**src/rtl/alu16_mul_seq.sv**
```systemverilog
// alu16_mul_seq: sequential 16x16 unsigned shift-add multiplier that does its additions on an external ALU
module alu16_mul_seq #(
  parameter logic [2:0] OP_ADD = 3'b010
) (
  input  logic        clk,
  input  logic        rst,
  input  logic        in_valid,
  output logic        in_ready,
  input  logic [15:0] in_a,
  input  logic [15:0] in_b,
  output logic        out_valid,
  input  logic        out_ready,
  output logic [31:0] out_p,
  output logic [15:0] alu_a,
  output logic [15:0] alu_b,
  output logic        alu_cin,
  output logic        alu_ainvert,
  output logic        alu_bnegate,
  output logic [2:0]  alu_op,
  input  logic [15:0] alu_result,
  input  logic        alu_cout
);
  localparam logic [1:0] IDLE = 2'd0;
  localparam logic [1:0] RUN  = 2'd1;
  localparam logic [1:0] DONE = 2'd2;
  logic [1:0]  state;
  logic [15:0] mcand;
  logic [15:0] mq;
  logic [15:0] acc;
  logic [3:0]  cnt;
  assign in_ready    = state == IDLE;
  assign out_valid   = state == DONE;
  assign out_p       = {acc, mq};
  assign alu_a       = state == RUN ? acc : 16'h0000;
  assign alu_b       = (state == RUN && mq[0]) ? mcand : 16'h0000;
  assign alu_op      = OP_ADD;
  assign alu_cin     = 1'b0;
  assign alu_ainvert = 1'b0;
  assign alu_bnegate = 1'b0;
  // Capture operands in IDLE, shift the ALU sum into {acc, mq} for 16 RUN cycles, hold the product in DONE
  always_ff @(posedge clk or posedge rst) begin
    if (rst) begin
      state <= IDLE;
      mcand <= '0;
      mq    <= '0;
      acc   <= '0;
      cnt   <= '0;
    end else if (state == IDLE && in_valid) begin
      mcand <= in_a;
      mq    <= in_b;
      acc   <= '0;
      cnt   <= '0;
      state <= RUN;
    end else if (state == RUN) begin
      acc   <= {alu_cout, alu_result[15:1]};
      mq    <= {alu_result[0], mq[15:1]};
      cnt   <= cnt + 4'd1;
      state <= cnt == 4'd15 ? DONE : RUN;
    end else if (state == DONE ? out_ready : state != IDLE) begin
      state <= IDLE;
    end
  end
endmodule

```
**config.mk**
```make
export PLATFORM = sky130hd
export DESIGN_NAME = alu16_mul_seq
export DESIGN_NICKNAME = d
export VERILOG_FILES = /design/src/rtl/alu16_mul_seq.sv
export SDC_FILE = /design/constraint.sdc
export NUM_CORES = 1
export LEC_CHECK = 0
export BUFFER_PORTS_ARGS = -buffer_cell sky130_fd_sc_hd__buf_2
export CAP_MARGIN = 10
export CELL_PAD_IN_SITES_DETAIL_PLACEMENT = 1
export CELL_PAD_IN_SITES_GLOBAL_PLACEMENT = 2
export CORE_ASPECT_RATIO = 1.75
export CORE_MARGIN = 5
export CORE_UTILIZATION = 23
export DETAILED_ROUTE_END_ITERATION = 8
export PLACE_DENSITY = 0.74
export SLEW_MARGIN = 20
export SYNTH_ARGS = -nofsm -noshare
export SYNTH_HDL_FRONTEND = slang
export SYNTH_SLANG_ARGS = --single-unit
export TNS_END_PERCENT = 100
```
**constraint.sdc**
```tcl
create_clock -name clk -period 1.48 [get_ports clk]
set_clock_uncertainty 0.1 [all_clocks]
set_input_delay 0.148 -clock clk [delete_from_list [all_inputs] [get_ports clk]]
set_output_delay 0.148 -clock clk [all_outputs]
set_load 0.02 [all_outputs]
```
# After elaboration in Yosys (flattened, before gate mapping)
# Index checks and enable logic that the tools add are counted.
# classes
add_sub_neg	1
n_eq_ne	3
n_mux	13
n_reduce_logical	6
# ops
cell	count
$mux 16	6
$mux 2	4
$mux 4	2
$add 4x1->4 const B	1
$eq 4x4->1 const B	1
$reduce_bool 2->1	2
$reduce_bool 3->1	1
$eq 2x1->1 const B	1
$eq 2x2->1 const B	1
$logic_and 1x1->1	2
$logic_not 2->1	1
$mux 1	1
# totals
register_bits	54
inputBits	53
word_cells	28

# Longest topological paths before layout
# depth
ltp_word	5
ltp_mapped	5

# Worst setup path before layout
# OpenSTA, ideal clock, no wires.
# synth_timing
kind	reg2reg
startpoint	register state[0]
endpoint	register mcand[10]
setup_ps	125
arrival_time_ps	1227
t_required_ps	1255
setup_slack_ps	28
stages_incl_launch_ff	4
synth_period_minus_slack_ps	1452
path_cell_list	dfrtp_1 > nor3b_2 > buf_4 > mux2_2
# synth_between
elab_chain_cells	2
# synth_lines
element	line	text
start: declaration	26	logic [1:0] state;
start signal: assignment	58	state <= cnt == 4'd15 ? DONE : RUN;
$logic_not 2->1	48	end else if (state == IDLE && in_valid) begin
$logic_and 1x1->1	48	
end signal: assignment	49	mcand <= in_a;
end: declaration	27	logic [15:0] mcand;
# No other way between the ends.
# A chain may end at the register's enable or synchronous reset.

# Final worst setup path
# layout_timing
startpoint	register state[0]
endpoint	output port alu_a[4]
# layout_between
elab_chain_cells	2
# layout_lines
element	line	text
$eq 2x1->1	34	assign alu_a = state == RUN ? acc : 16'h0000;
$mux 16	34	
end: declaration	14	output logic [15:0] alu_a,
# No other way between the ends.

==> results.md <==
- Pre-CTS setup slack: 0.0002637 ns
- Vias: 2460
- PortBufs: between 100 and 150
- Final setup viols: between 50 and 60
- Critical path class: flip-flop to output pin
- Status: finished, violations left
- CTS root buffer: clkbuf_16
- Top Usage Layer GRT: met2
- Diode count: 0
- Final HPWL DP: ~6000 µm
- Clock sink total: 54
- Final worst setup slack: -0.1915 ns
- Row count: 50
- First-pass GRT wire length: between 10000 and 15000 µm
- CORE AREA: 0.01057 mm²
- Element type at the critical path start: flip-flop
- Number of enable flip-flop cells after synthesis: 0
- Commonest cells in the netlist: nand2_1 (68), dfrtp_1 (54), o21ai_0 (18)
- CTS tree: built
- Fin util: 0.4170
- Clock Path Buffers: 2
- Worst-Skew Late Latency: 0.30 ns
- Biggest area consumer among synthesized cells: dfrtp_1
- Post-Synthesis Cells: about 250
- RSZ-0062 raised after global routing: true
- Seq cells post-synth: 54
- Worst vdd ir: slightly below 1 mV
- Hold Crit Depth: 3
- Die Y: 146.9 µm
- WL per Instance: approximately 17 µm
- CP endpoint kind: output pin
- Count leader, synth: nand2_1
- Syn. warnings: 0
- Post-route insts no fill: between 500 and 600
- Pleak: approximately 0.0021 µW
- Drt pass-1 iters: 4
- Fmax: approximately 0.60 GHz
- Mapped cell area: roughly 0.0025 mm²
- Worst R2R Start: state[1]
- Max Cap Violations: 0
- CP Data Required Time: between 1 and 1.5 ns
- Share of synthesized registers carrying an async set or reset: 1.000
- Failing checks: negative setup slack
- Fraction of layout cells with a size suffix above 1: 0.4823
- Starting Density: 0.2331
- GR Util met1: 0.1433
- Ys flop type: dfrtp_1
- I/O pin count: 125
- Sequential area share after synthesis: 0.5482
- Synth top area share: 0.5482
- DRT iter0 DRCs: 61
- RD Place Congestion: 0.6723
- Met2 Use GR: 0.2654
- Syn-to-layout area delta: 78.88%
- FF-to-FF path depth: 4
- Die area: approximately 0.013 mm²
- Final hold vios: 0
- Placed cells: between 400 and 500
- Crit-path max FO: 18
- Pin count of the biggest net entering global routing: 55
- Clock slew at reported path FFs: 0.07 ns
- GRT Total Usage: 0.1400
- DIE WIDTH: between 80 and 90 µm
- Period utilisation layout: 1.129
- Arrival @ worst endpoint: about 1.4 ns
- Final WL: a little over 9000 µm
- Synth unique cells: 26
- Grt ovf: 0
- Vias in the first global route: about 2800
- Antenna Violating Nets Remaining: 0
- Syn_area_per_cell: ~10 µm²
- Final count of pins violating max slew: 0
- DRC: 0
- Largest cells by area after synthesis: dfrtp_1 (55%), nand2_1 (10%), mux2_2 (7.3%), a22oi_1 (4.9%), and2_1 (4.1%)
- Nets: roughly 480
- Drt via density: around 4.4
- Hold path start: in_b[14]
- H-tree depth: 2
- Power per cell area: around 2200 mW/mm²
- Min Tclk post-route: between 1.5 and 2 ns
- Crit path launch: state[0]
- Initial antenna violation count: 0
- M3 GR Usage: 0.02301
- Clock buffer count from CTS: 5
- Worst Hold Class: input port to flip-flop
flip-flops by register name, indices dropped and copies added (netlist names):
name   cells
mq        16
mcand     16
state      2
cnt        4
acc       16
power breakdown:
| part | switching, µW | internal [µW] |
|---|---|---|
| logic | 2970 | 2870 |
| registers | 581 | 2180 |
| clock network | 536 | 680 |
| total | 4080 | 5720 |
cells in the final DEF, fill, tap and decap left out, types with 2 or more instances in the layout:
master         synthesis  routed
and3_4                 0      11
clkbuf_16              0       6
a22oi_1               16       7
buf_2                  3      84
buf_12                 0       7
buf_6                  0      37
o21ai_0               18      16
dlygate4sd3_1          0      47
nand2_1               68      68
dfrtp_2                0       3
clkinvlp_4             0       2
conb_1                 2       6
mux2_2                16      16
o21ai_1                2       4
and2_1                16       8
buf_4                 12      10
a22oi_2                0       9
and3_1                16       5
nor2b_4                0       2
dfrtp_1               54      51
nand3_1                2       2
and2_4                 0       8
layout make-up:
| cell class | instances | area [µm²] |
|---|---|---|
| Inverter | 2 | 11.26 |
| Clock inverter | 2 | 16.27 |
| Clock buffer | 6 | 138.9 |
| Sequential cell | 54 | 1355 |
| Fill cell | 1209 | 6163 |
| Timing Repair Buffer | 187 | 1575 |
| Multi-Input combinational cell | 172 | 1150 |
| Tap cell | 130 | 162.7 |
per-stage QoR:
step	hold WS [ns]	TNS (ns)	total power (µW)	area, µm²
global placement	0.1465	0	6929	3254
finish	0.008053	-7.824	9807	4409
CTS	0.001247	-7.615	9364	4190
global route	0.006277	-11.66	10440	4409
floorplan	0.1158	0	5370	2484
detailed placement	0.1491	0	7064	3254
path summary, 6_finish.rpt:
| path | slack, ns | to |
|---|---|---|
| max in group asynchronous | 0.65 | mq[0] |
| min in group asynchronous | 0.37 | acc[6] |
| worst min register to register | 0.40 | mcand[2] |
| worst max-delay path | -0.19 | alu_a[4] |
| worst min-delay path | 0.008 | mq[14] |
| worst max register to register | -0.14 | mcand[0] |
layer usage:
layer | vias to the layer above | part of all wire
li1 | 1163 | -
met1 | 1207 | 0.35
met2 | 70 | 0.58
met3 | 20 | 0.036
met4 | 0 | 0.034
met5 | - | 0
kinds of logic (layout without fill, tap and decap cells):
kind of cell | after synthesis | in the layout | share of synthesized area
and+or+nand+nor | 107 | 107 | 0.2041
AOI/OAI and AO/OA | 41 | 41 | 0.1066
buffers and inverters | 24 | 197 | 0.05635
muxes | 16 | 16 | 0.07310
other | 2 | 6 | 0.003047
DFF | 54 | 54 | 0.5482
xor gates and xnor gates | 1 | 1 | 0.003554
adders and majority gates | 1 | 1 | 0.005075
critical path, stage by stage, from the launching register on:
cell	delay, ns
dfrtp_2	0.41
nor2b_4	0.13
buf_4	0.13
buf_12	0.14
and2_1	0.18
buf_6	0.13
repair_timing:
action                                 in CTS  in global routing
setup buffers                              10                  1
endpoints found under the hold margin      99                  0
resized for setup                          51                 71
hold buffers                               47                  0
pin swaps                                   1                  2
cloned                                      2                  2
setup endpoints to repair                  37                 84
Note: power is estimated with default switching activity, not from simulation.
